**src/rtl/opcode_dispatch_pkg.sv**
```systemverilog
// Shared constants for the opcode dispatcher: cell word layout, mux selects,
// memory function codes, error codes and FSM state encoding.
package opcode_dispatch_pkg;

    localparam logic [3:0] MUX_IDLE = 4'h0;
    localparam logic [3:0] MUX_OP0  = 4'h1;
    localparam logic [3:0] MUX_CONS = 4'hD;
    localparam int unsigned MAX_OPCODE = 11;

    localparam logic [1:0] MEM_READ = 2'b00;

    // Cell word: [63:60] tag, [55:28] head, [27:0] tail
    localparam int TAG_LO       = 60;
    localparam int TAG_HEAD_PTR = TAG_LO + 1;
    localparam int TAG_TAIL_PTR = TAG_LO + 0;
    localparam int HEAD_HI      = 55;
    localparam int HEAD_LO      = 28;
    localparam int TAIL_LO      = 0;

    localparam logic [7:0] ERR_NONE      = 8'h00;
    localparam logic [7:0] ERR_ROOT_ATOM = 8'h01;
    localparam logic [7:0] ERR_BAD_OP    = 8'h02;
    localparam logic [7:0] ERR_WDOG      = 8'h03;
    localparam logic [7:0] ERR_EXEC      = 8'h04;

    typedef enum logic [3:0] {
        S_IDLE, S_RD_ROOT, S_WT_ROOT, S_RD_FORM, S_WT_FORM,
        S_DECODE, S_EXEC, S_DONE, S_ERR
    } state_e;

endpackage

```
**src/rtl/dispatch_wdog.sv**
```systemverilog
// EXEC watchdog: cleared on EXEC entry, counts while enabled, flags WDOG-1.
module dispatch_wdog #(
    parameter int WDOG = 1024
) (
    input  logic clk,
    input  logic rst,
    input  logic clr_i,
    input  logic en_i,
    output logic expired_o
);
    localparam int CW = $clog2(WDOG + 1);

    logic [CW-1:0] cnt_q, cnt_d;

    always_comb begin
        cnt_d = cnt_q;
        if (clr_i)
            cnt_d = '0;
        else if (en_i && !expired_o)
            cnt_d = cnt_q + CW'(1);
    end

    always_ff @(posedge clk or negedge rst) begin
        if (!rst) cnt_q <= '0;
        else      cnt_q <= cnt_d;
    end

    assign expired_o = (cnt_q == CW'(WDOG - 1));

endmodule

```
**src/rtl/opcode_dispatch.sv**
```systemverilog
// Fetches a [subject formula] root cell and its formula cell, decodes the
// formula head into an execute-block select, and supervises that block.
module opcode_dispatch
    import opcode_dispatch_pkg::*;
#(
    parameter int ADDR_W = 10,
    parameter int DATA_W = 64,
    parameter int WDOG   = 1024
) (
    input  logic              clk,
    input  logic              rst,
    input  logic              start,
    input  logic [ADDR_W-1:0] root_addr,
    output logic              busy,
    output logic              done,
    output logic [7:0]        error,
    output logic              mem_execute,
    output logic [ADDR_W-1:0] address1,
    output logic [1:0]        mem_func,
    input  logic              mem_ready,
    input  logic [DATA_W-1:0] read_data1,
    output logic              mem_own,
    output logic [3:0]        mux_sel,
    output logic [ADDR_W-1:0] exec_addr,
    output logic [DATA_W-1:0] exec_data,
    input  logic              exec_finished,
    input  logic [7:0]        exec_error
);
    state_e              state_q, state_d;
    logic [ADDR_W-1:0]   addr_q, addr_d;
    logic [DATA_W-1:0]   data_q, data_d;
    logic [3:0]          sel_q, sel_d;
    logic [7:0]          err_q, err_d;
    logic                wd_clr, wd_expired;
    logic [HEAD_HI-HEAD_LO:0] head_val;

    assign head_val = data_q[HEAD_HI:HEAD_LO];

    always_comb begin
        state_d = state_q;
        addr_d  = addr_q;
        data_d  = data_q;
        sel_d   = sel_q;
        err_d   = err_q;
        wd_clr  = 1'b0;
        unique case (state_q)
            S_IDLE: if (start) begin
                addr_d  = root_addr;
                state_d = S_RD_ROOT;
            end
            S_RD_ROOT: state_d = S_WT_ROOT;
            S_WT_ROOT: if (mem_ready) begin
                if (!read_data1[TAG_TAIL_PTR]) begin
                    err_d   = ERR_ROOT_ATOM;
                    state_d = S_ERR;
                end else begin
                    addr_d  = read_data1[TAIL_LO +: ADDR_W];
                    state_d = S_RD_FORM;
                end
            end
            S_RD_FORM: state_d = S_WT_FORM;
            S_WT_FORM: if (mem_ready) begin
                data_d  = read_data1;
                state_d = S_DECODE;
            end
            S_DECODE: begin
                if (data_q[TAG_HEAD_PTR]) begin
                    sel_d   = MUX_CONS;
                    wd_clr  = 1'b1;
                    state_d = S_EXEC;
                end else if (head_val <= (HEAD_HI-HEAD_LO+1)'(MAX_OPCODE)) begin
                    sel_d   = MUX_OP0 + head_val[3:0];
                    wd_clr  = 1'b1;
                    state_d = S_EXEC;
                end else begin
                    err_d   = ERR_BAD_OP;
                    state_d = S_ERR;
                end
            end
            // A reported error outranks a simultaneous finish.
            S_EXEC: begin
                if (exec_error != ERR_NONE) begin
                    err_d   = ERR_EXEC;
                    state_d = S_ERR;
                end else if (exec_finished) begin
                    state_d = S_DONE;
                end else if (wd_expired) begin
                    err_d   = ERR_WDOG;
                    state_d = S_ERR;
                end
            end
            S_DONE:  state_d = S_IDLE;
            S_ERR:   state_d = S_ERR;
            default: state_d = S_IDLE;
        endcase
    end

    always_ff @(posedge clk or negedge rst) begin
        if (!rst) begin
            state_q <= S_IDLE;
            addr_q  <= '0;
            data_q  <= '0;
            sel_q   <= MUX_IDLE;
            err_q   <= ERR_NONE;
        end else begin
            state_q <= state_d;
            addr_q  <= addr_d;
            data_q  <= data_d;
            sel_q   <= sel_d;
            err_q   <= err_d;
        end
    end

    dispatch_wdog #(.WDOG(WDOG)) u_wdog (
        .clk       (clk),
        .rst       (rst),
        .clr_i     (wd_clr),
        .en_i      (state_q == S_EXEC),
        .expired_o (wd_expired)
    );

    // Outputs decode straight from state so reset clears them asynchronously.
    assign busy        = state_q inside {S_RD_ROOT, S_WT_ROOT, S_RD_FORM, S_WT_FORM, S_DECODE, S_EXEC};
    assign done        = (state_q == S_DONE);
    assign error       = err_q;
    assign mem_execute = state_q inside {S_RD_ROOT, S_RD_FORM};
    assign mem_own     = state_q inside {S_RD_ROOT, S_WT_ROOT, S_RD_FORM, S_WT_FORM};
    assign mem_func    = MEM_READ;
    assign address1    = addr_q;
    assign mux_sel     = (state_q == S_EXEC) ? sel_q : MUX_IDLE;
    assign exec_addr   = addr_q;
    assign exec_data   = data_q;

endmodule

```
**config.mk**
```make
export PLATFORM = sky130hd
export DESIGN_NAME = opcode_dispatch
export DESIGN_NICKNAME = d
export VERILOG_FILES = /design/src/rtl/opcode_dispatch_pkg.sv /design/src/rtl/dispatch_wdog.sv /design/src/rtl/opcode_dispatch.sv
export SDC_FILE = /design/constraint.sdc
export NUM_CORES = 1
export LEC_CHECK = 0
export CAP_MARGIN = 20
export CORE_ASPECT_RATIO = 0.6
export CORE_MARGIN = 2
export CORE_UTILIZATION = 31
export DETAILED_ROUTE_END_ITERATION = 8
export PLACE_DENSITY_LB_ADDON = 0.3
export SKIP_CTS_REPAIR_TIMING = 1
export SLEW_MARGIN = 5
export SYNTH_ARGS = -nofsm -noshare
export SYNTH_HDL_FRONTEND = slang
export SYNTH_SLANG_ARGS = --single-unit
export TNS_END_PERCENT = 5
```
**constraint.sdc**
```tcl
create_clock -name clk -period 4.55 [get_ports clk]
set_input_delay 0.455 -clock clk [delete_from_list [all_inputs] [get_ports clk]]
set_output_delay 0.455 -clock clk [all_outputs]
set_load 0.01 [all_outputs]
```
# After elaboration in Yosys (flattened, before gate mapping)
# Index checks and enable logic that the tools add are counted.
# word_totals
in_bits	87
output_inout_bits	102
wordCells	74
register_bits	101
# classes
n_reduce_logical	16
magnitude_cmp	1
n_mux	30
n_eq_ne	19
add_sub_neg	2
# op_table
cell	count
$mux W8	7
$mux W4	12
$pmux W4 S8	1
$mux W10	3
$le A28 B4 Y1 const B	1
$pmux W8 S3	1
$mux W11	2
$pmux W10 S2	1
$eq A4 B3 Y1 const B	4
$ne A2 B2 Y1 const B	7
$add A11 B1 Y11 const B	1
$eq A11 B10 Y1 const B	1
$eq A4 B2 Y1 const B	2
$reduce_and A4 Y1	2
$reduce_bool A2 Y1	4
$reduce_bool A8 Y1	1
$reduce_and A7 Y1	1
$ne A3 B3 Y1 const B	2
$reduce_bool A6 Y1	1
$add A1 B4 Y4 const A	1
$eq A4 B1 Y1 const B	1
$eq A4 B4 Y1 const B	1
$logic_not A4 Y1	1
$ne A4 B4 Y1 const B	1
other kinds (6)	9

# Longest topological paths before layout
# Gate-level depths: netlist of the first run.
# depth
word_depth	5
ltp_mapped	7
ltp_nobuf	6

# By module
# A second synthesis of the first run with hierarchy kept.
# hier_totals
cells_unflattened	385
hier_area_um2	4520.6
# by_module_without_submodules
mod	cells_per_inst	instances	seq_area_each_um2	area_each_um2
opcode_dispatch	316	1	2127.0	3866.2
dispatch_wdog	69	1	275.3	654.4

# Worst setup path before layout of the first run
# No wires, ideal clock.
# synth_timing
path_kind	input-to-reg
startpoint	in exec_error[5]
endpoint	reg state_q[2]
stages	5
path_slack_ns	2.784
arrival_time_ns	1.628
n_path_buf	0
setup_ns	0.138
required_ns	4.412
cell_sequence	nor4_2 nand3_2 or3_1 nand4_2 o221ai_1
# synth_between
elab_chain_cells	3
word_cells_on_any_way	5
classes_between	1 x eq/ne; 2 x mux; 2 x reduce/logical
# synth_rtl
item	line	source
start: declaration	opcode_dispatch.sv:27	input logic [7:0] exec_error
$reduce_bool A8 Y1 (*)	opcode_dispatch.sv:82	if (exec_error != ERR_NONE) begin
$mux W4 or $ne A4 B4 Y1 (tied branches)	--	
$pmux W4 S8 or $reduce_and A4 Y1 (tied branches)	--	
end signal: assignment	opcode_dispatch.sv:106	state_q <= state_d;
end: declaration	opcode_dispatch.sv:29	state_e state_q, state_d;
# Mark *: on every way between the ends. The rest lies on a longest branch, timed or not.
# A chain may end at the register's enable or synchronous reset.

# Final worst setup path of the first run
# layout_timing
startpoint	reg state_q[2]
endpoint	out mux_sel[2]
# layout_between
elab_chain_cells	2
# layout_rtl
item	line	source
$eq A4 B3 Y1	opcode_dispatch.sv:130	assign mux_sel = (state_q == S_EXEC) ? sel_q : MUX_IDLE;
$mux W4	opcode_dispatch.sv:130	
end: declaration	opcode_dispatch.sv:23	output logic [3:0] mux_sel,
# No other way between the ends.

==> results_dict.tcl, run 1 <==
set metrics [dict create \
    r2r_slack_ns 2.03 \
    drt-total-wl_mm 11.6 \
    finalSetupTns_ns 0 \
    start_util 0.322 \
    layout.cells.non_filler 730 \
    cts_buffer_depth 2 \
    grt_max_degree 65 \
    cp_slowest_cell "dfrtp_1" \
    overflow 0 \
    tightest_slew_ns 0.938 \
    cp_max_fo 21 \
    rr_worst_depth 3 \
    critPathBufInv 1 \
    leakagePower_nw 2.76 \
    yosysTopAreaCellShare 0.540 \
    pwr-share-seq 0.371 \
    antenna_found_initial 0 \
    grt_pass1_wl_mm 19.1 \
    antenna_cells 0 \
    yosys_warnings 0 \
    async_flop_share 1.00 \
    required_ns 4.09 \
    clk_pin_slew_worst_paths_ns 0.08 \
    fin_skew_ns 0.0121 \
    chipWidth_um 159 \
    cap_violations 0 \
    criticalPathCategory "reg2out" \
    ir_drop_v 0.000305 \
    place_congestion 0.782 \
    crit_path_start_kind "flip-flop" \
    outcome "finished clean" \
    rows 33 \
    synth-edff-count 0 \
    clockPowerShare 0.184 \
    critPathArrivalTime_ns 2.31 \
    cts_made_buffers 9 \
    numPortBuffers 181 \
    ys_seq_area_frac 0.540 \
    synthCells 366 \
    worst-path-stages 3 \
    wl_per_cell_um 15.8 \
    synth_cell_type_count 55 \
    netlist_area_um2 4450 \
    rsz0062_at_grt "no" \
    drtPass1Iterations 4 \
    reg2reg_from "state_q[2]$_DFFE_PN0P_" \
    swShare 0.340 \
    worstSkewPairLatency_ns 0.34 \
    avgSynthCellArea_um2 12.2 \
    worst_path_dominant_cell_family "simple AND/OR/NAND/NOR gates" \
    hpwlAfterDp_mm 8.42 \
    path_cells "and4bb_1 -> and2_1 -> clkdlybuf4s50_1" \
    ant_nets 0 \
    power.total_w 0.00416 \
    synth_seq_cells 96 \
    route.detailed.drc 0 \
    place_inst 714 \
    end_kind "primary output" \
    period_minus_slack_ns 2.77 \
    cts.sinks 96 \
    die_area_um2 15400 \
    slew_headroom 0.375 \
    p_int_w 0.00275 \
    ios 189 \
    die_y_um 96.8 \
    first_iter_violations 80 \
    hold_viol 0 \
    synth_area_leaders "dfrtp_1 54%, mux2_2 14%, buf_4 3.0%, mux2i_1 2.2%, nand2_1 2.0%" \
    htreeDepth 3 \
    final_layout_size_suffix_gt1_frac 0.171 \
    timing.final.crit_share 0.608 \
    area_delta_synth_final_pct 49.6 \
    critical_path.max_stage_delay_ns 0.70 \
    synth_top_cell_by_area "dfrtp_1" \
    max_freq_mhz 361 \
    p_per_area_nw_per_um2 625 \
    setup-violations-final 0 \
    dr_total_vias 3394 \
    cts_tree "done" \
    routed_via_density 4.65 \
    final_nets 622 \
    timing.final.ws_setup_ns 1.78 \
    reg2reg_to "exec_data[48]$_DFFE_PN0P_" \
    core_um2 13800 \
    combPwrFrac 0.445 \
    grt.total_usage 0.158 \
    drv_slew 0 \
    p_sw_w 0.00142 \
    hp-class "in2async" \
    cts-root-buf "clkbuf_16" \
    ys.flop_type "dfrtp_1" \
    place_ws_ns 1.87 \
    grt_pass1_vias 3603 \
]
-- metal layers --
metal | wire length (µm) | GRT usage | vias to the layer above | part of all wire
met5 | 0 | 0 | - | 0
met4 | 92 | 0.0353 | 0 | 0.0080
met3 | 1140 | 0.0735 | 7 | 0.098
met2 | 5230 | 0.246 | 115 | 0.45
met1 | 5110 | 0.199 | 1650 | 0.44
li1 | - | - | 1622 | -
-- registers in the layout, indices dropped and copies added (netlist names) --
register      cells
state_q           4
exec_data        64
error             3
address1         10
u_wdog.cnt_q     11
sel_q             4
-- metrics by stage --
| stage | util | hold slack [ns] | cell area (µm²) |
|---|---|---|---|
| floorplan | - | 0.159 | 4470 |
| global placement | 0.459 | 0.477 | 6350 |
| detailed placement | 0.459 | 0.487 | 6350 |
| CTS | 0.481 | 0.118 | 6660 |
| global route | 0.481 | 0.139 | 6660 |
| finish | 0.481 | 0.102 | 6660 |
-- kinds of logic after synthesis --
logic type | Yosys count | synth area share
compound gates | 38 | 0.0526
xor+xnor | 11 | 0.0217
fa+ha+maj | 2 | 0.00562
buf+inv | 37 | 0.0492
flops | 96 | 0.540
mux | 74 | 0.184
other cells | 1 | 0.000843
simple gates | 107 | 0.146
-- power groups by stage --
stage                     logic, W  clock network, W  registers [W]
after global placement     0.00186                 0        0.00153
after global routing       0.00200          0.000835        0.00161
after detailed placement   0.00188                 0        0.00156
final                      0.00185          0.000766        0.00154
after floorplan           0.000768                 0        0.00163
after CTS                  0.00189          0.000793        0.00155
-- synthesized netlist by cell type, drive strengths merged, types with 5 or more instances --
| cell type | count |
|---|---|
| buf | 28 |
| nor4 | 12 |
| clkbuf | 6 |
| o21ai | 16 |
| a21oi | 6 |
| nor2b | 6 |
| nand4 | 8 |
| nand3 | 9 |
| mux2 | 64 |
| xnor2 | 6 |
| dfrtp | 96 |
| a31oi | 5 |
| nand2 | 25 |
| mux2i | 10 |
| nor2 | 18 |
| xor2 | 5 |
-- worst max-delay path by stage --
stage,start,to,slack [ns]
final,state_q[2]$_DFFE_PN0P_,mux_sel[2],1.78
after floorplan,exec_error[5],state_q[2]$_DFFE_PN0P_,2.78
after CTS,state_q[2]$_DFFE_PN0P_,mux_sel[3],1.77
after global placement,mem_ready,exec_data[15]$_DFFE_PN0P_,1.99
after global routing,state_q[2]$_DFFE_PN0P_,mux_sel[2],1.64
after detailed placement,mem_ready,exec_data[48]$_DFFE_PN0P_,1.87
-- final cells by class --
| type | count | area [µm²] |
|---|---|---|
| well taps | 192 | 240 |
| multi-input cells | 239 | 1860 |
| fillers | 1248 | 7180 |
| inverters | 3 | 11.3 |
| repair buffers | 184 | 1830 |
| clock buffers | 9 | 225 |
| clock inverters | 7 | 81.3 |
| flip-flops and latches | 96 | 2400 |
-- placed cells by master (no fill, tap or decap), types with 2 or more instances in the layout --
master,count
inv_1,3
conb_1,7
nand3_1,6
dfrtp_1,96
buf_4,4
and2_1,4
a21o_1,2
and2b_1,2
o21ai_0,15
nor2b_1,6
nor3b_1,3
nand3_4,2
nor4_1,9
clkinv_8,2
mux2_2,57
xor2_1,5
mux2_1,7
nor4_2,2
nand4_1,7
clkbuf_16,9
a21oi_1,6
clkdlybuf4s50_1,180
nor2_1,18
xnor2_1,6
inv_8,2
nor3_1,4
ha_1,2
nand2_1,24
inv_6,2
a31oi_1,5
mux2i_1,10
and3_1,3
Note: power is estimated with default switching activity, not from simulation.
==> inputs of run 2 (changes only) <==
clock period = 2.4 ns   (was 4.55 ns; I/O delays follow)
==> results_dict.tcl, run 2 (synthesis gave the netlist of run 1 again) <==
set metrics [dict create \
    outcome "finished clean" \
    criticalPathCategory "reg2out" \
    overflow 0 \
    core_um2 13800 \
    route.detailed.drc 0 \
    dpl_cell_area_um2 6400 \
    leakagePower_nw 2.79 \
    first_iter_violations 102 \
    rows 33 \
    drt-total-wl_mm 11.5 \
    grt_pass1_vias 3564 \
    most-common-layout-cells "180 x clkdlybuf4s50_1, 96 x dfrtp_1, 57 x mux2_2" \
    rsz0062_at_grt "no" \
    ir_drop_v 0.000665 \
    wl_per_cell_um 15.6 \
    hpwlAfterDp_mm 8.49 \
    grt_max_degree 65 \
    start_util 0.322 \
    hp-class "in2async" \
    antenna_found_initial 0 \
    cap_violations 0 \
    die_area_um2 15400 \
    cts_buffer_depth 2 \
    drtPass1Iterations 4 \
    final_nets 627 \
    antenna_cells 0 \
    cp_max_fo 15 \
    setup-violations-final 0 \
    routed_via_density 4.59 \
    dr_total_vias 3376 \
    hold_viol 0 \
    ios 189 \
    end_kind "primary output" \
    final_common_cell "clkdlybuf4s50_1" \
    cts_made_buffers 9 \
    crit_path_start_kind "flip-flop" \
    fin_skew_ns 0.0130 \
    grt_pass1_wl_mm 18.6 \
    numPortBuffers 181 \
    critPathBufInv 1 \
    die_y_um 96.8 \
    cts_tree "done" \
    nFillCells 1263 \
    required_ns 2.16 \
    cts.sinks 96 \
    worstSkewPairLatency_ns 0.34 \
    seqCellArea_um2 2400 \
    grt.total_usage 0.154 \
    max_freq_mhz 442 \
    post-route-cell-area_um2 6720 \
    period_minus_slack_ns 2.26 \
    slew_headroom 0.587 \
    place_inst 718 \
    tightest_slew_ns 0.619 \
    timing.final.crit_share 0.943 \
    critPathArrivalTime_ns 2.02 \
    layout.cells.non_filler 735 \
    hold-worst-slack_ns 0.440 \
    final_layout_size_suffix_gt1_frac 0.180 \
    clk_pin_slew_worst_paths_ns 0.08 \
    chipWidth_um 159 \
    htreeDepth 3 \
    area_delta_synth_final_pct 51.1 \
    multiInputGateArea_um2 1870 \
    ant_nets 0 \
    cts-root-buf "clkbuf_16" \
    path_cells "and4bb_4 -> and2_1 -> clkdlybuf4s50_1" \
    p_per_area_nw_per_um2 1180 \
    finalSetupTns_ns 0 \
    drv_slew 0 \
    cp_slowest_cell "dfrtp_1" \
    power.total_w 0.00790 \
    largest_reg_flops 64 \
    critical_path.max_stage_delay_ns 0.53 \
    worst_path_dominant_cell_family "simple AND/OR/NAND/NOR gates" \
    place_congestion 0.803 \
]
==> run 2: cell types whose count changed in the layout (fill, tap and decap cells not counted), sizes merged <==
cell / previous run / this run
buf: 4 / 8
clkinv: 3 / 5
inv: 7 / 5
dlygate4sd3: 0 / 1
==> run 2: worst paths after layout <==
check | start | end | slack (ns) | depth (start not counted)
max | state_q[0]$_DFFE_PN0P_ | mux_sel[0] | 0.14 | 3
min reg2reg | exec_data[20]$_DFFE_PN0P_ | exec_data[20]$_DFFE_PN0P_ | 0.50 | 1
min in group clk | read_data1[15] | exec_data[15]$_DFFE_PN0P_ | 0.48 | 2
min | rst | exec_data[21]$_DFFE_PN0P_ | 0.44 | 2
max reg2reg | state_q[2]$_DFFE_PN0P_ | error[0]$_DFFE_PN0P_ | 0.39 | 7
max in group asynchronous | rst | exec_data[35]$_DFFE_PN0P_ | 1.25 | 3
==> run 2: final cells by class <==
type	instances	area share
multi-input combinational	239	0.278
clock inverter	7	0.0115
timing repair buffer	189	0.282
inverter	3	0.00168
tap	192	0.0357
sequential	96	0.357
clock buffer	9	0.0335
==> run 2: routing by layer <==
metal	wire length, µm	GRT usage	vias up
met5	0	0	-
met4	59	0.0312	0
met3	1040	0.0641	7
met2	5020	0.227	113
met1	5350	0.211	1621
li1	-	-	1635
==> run 2: report_power, final <==
group          total [W]  switching, W  internal [W]  leakage, nW
clock            0.00142      0.000685      0.000738        0.149
sequential       0.00290      0.000565       0.00233         1.20
combinational    0.00358       0.00142       0.00217         1.45
==> run 2: per-stage QoR <==
stage	util	setup WS [ns]
6_report	0.486	0.136
5_1_grt	0.486	0.0185
4_1_cts	0.485	-0.00769
3_5_place_dp	0.463	0.239
3_3_place_gp	0.463	0.311
2_1_floorplan	-	0.658
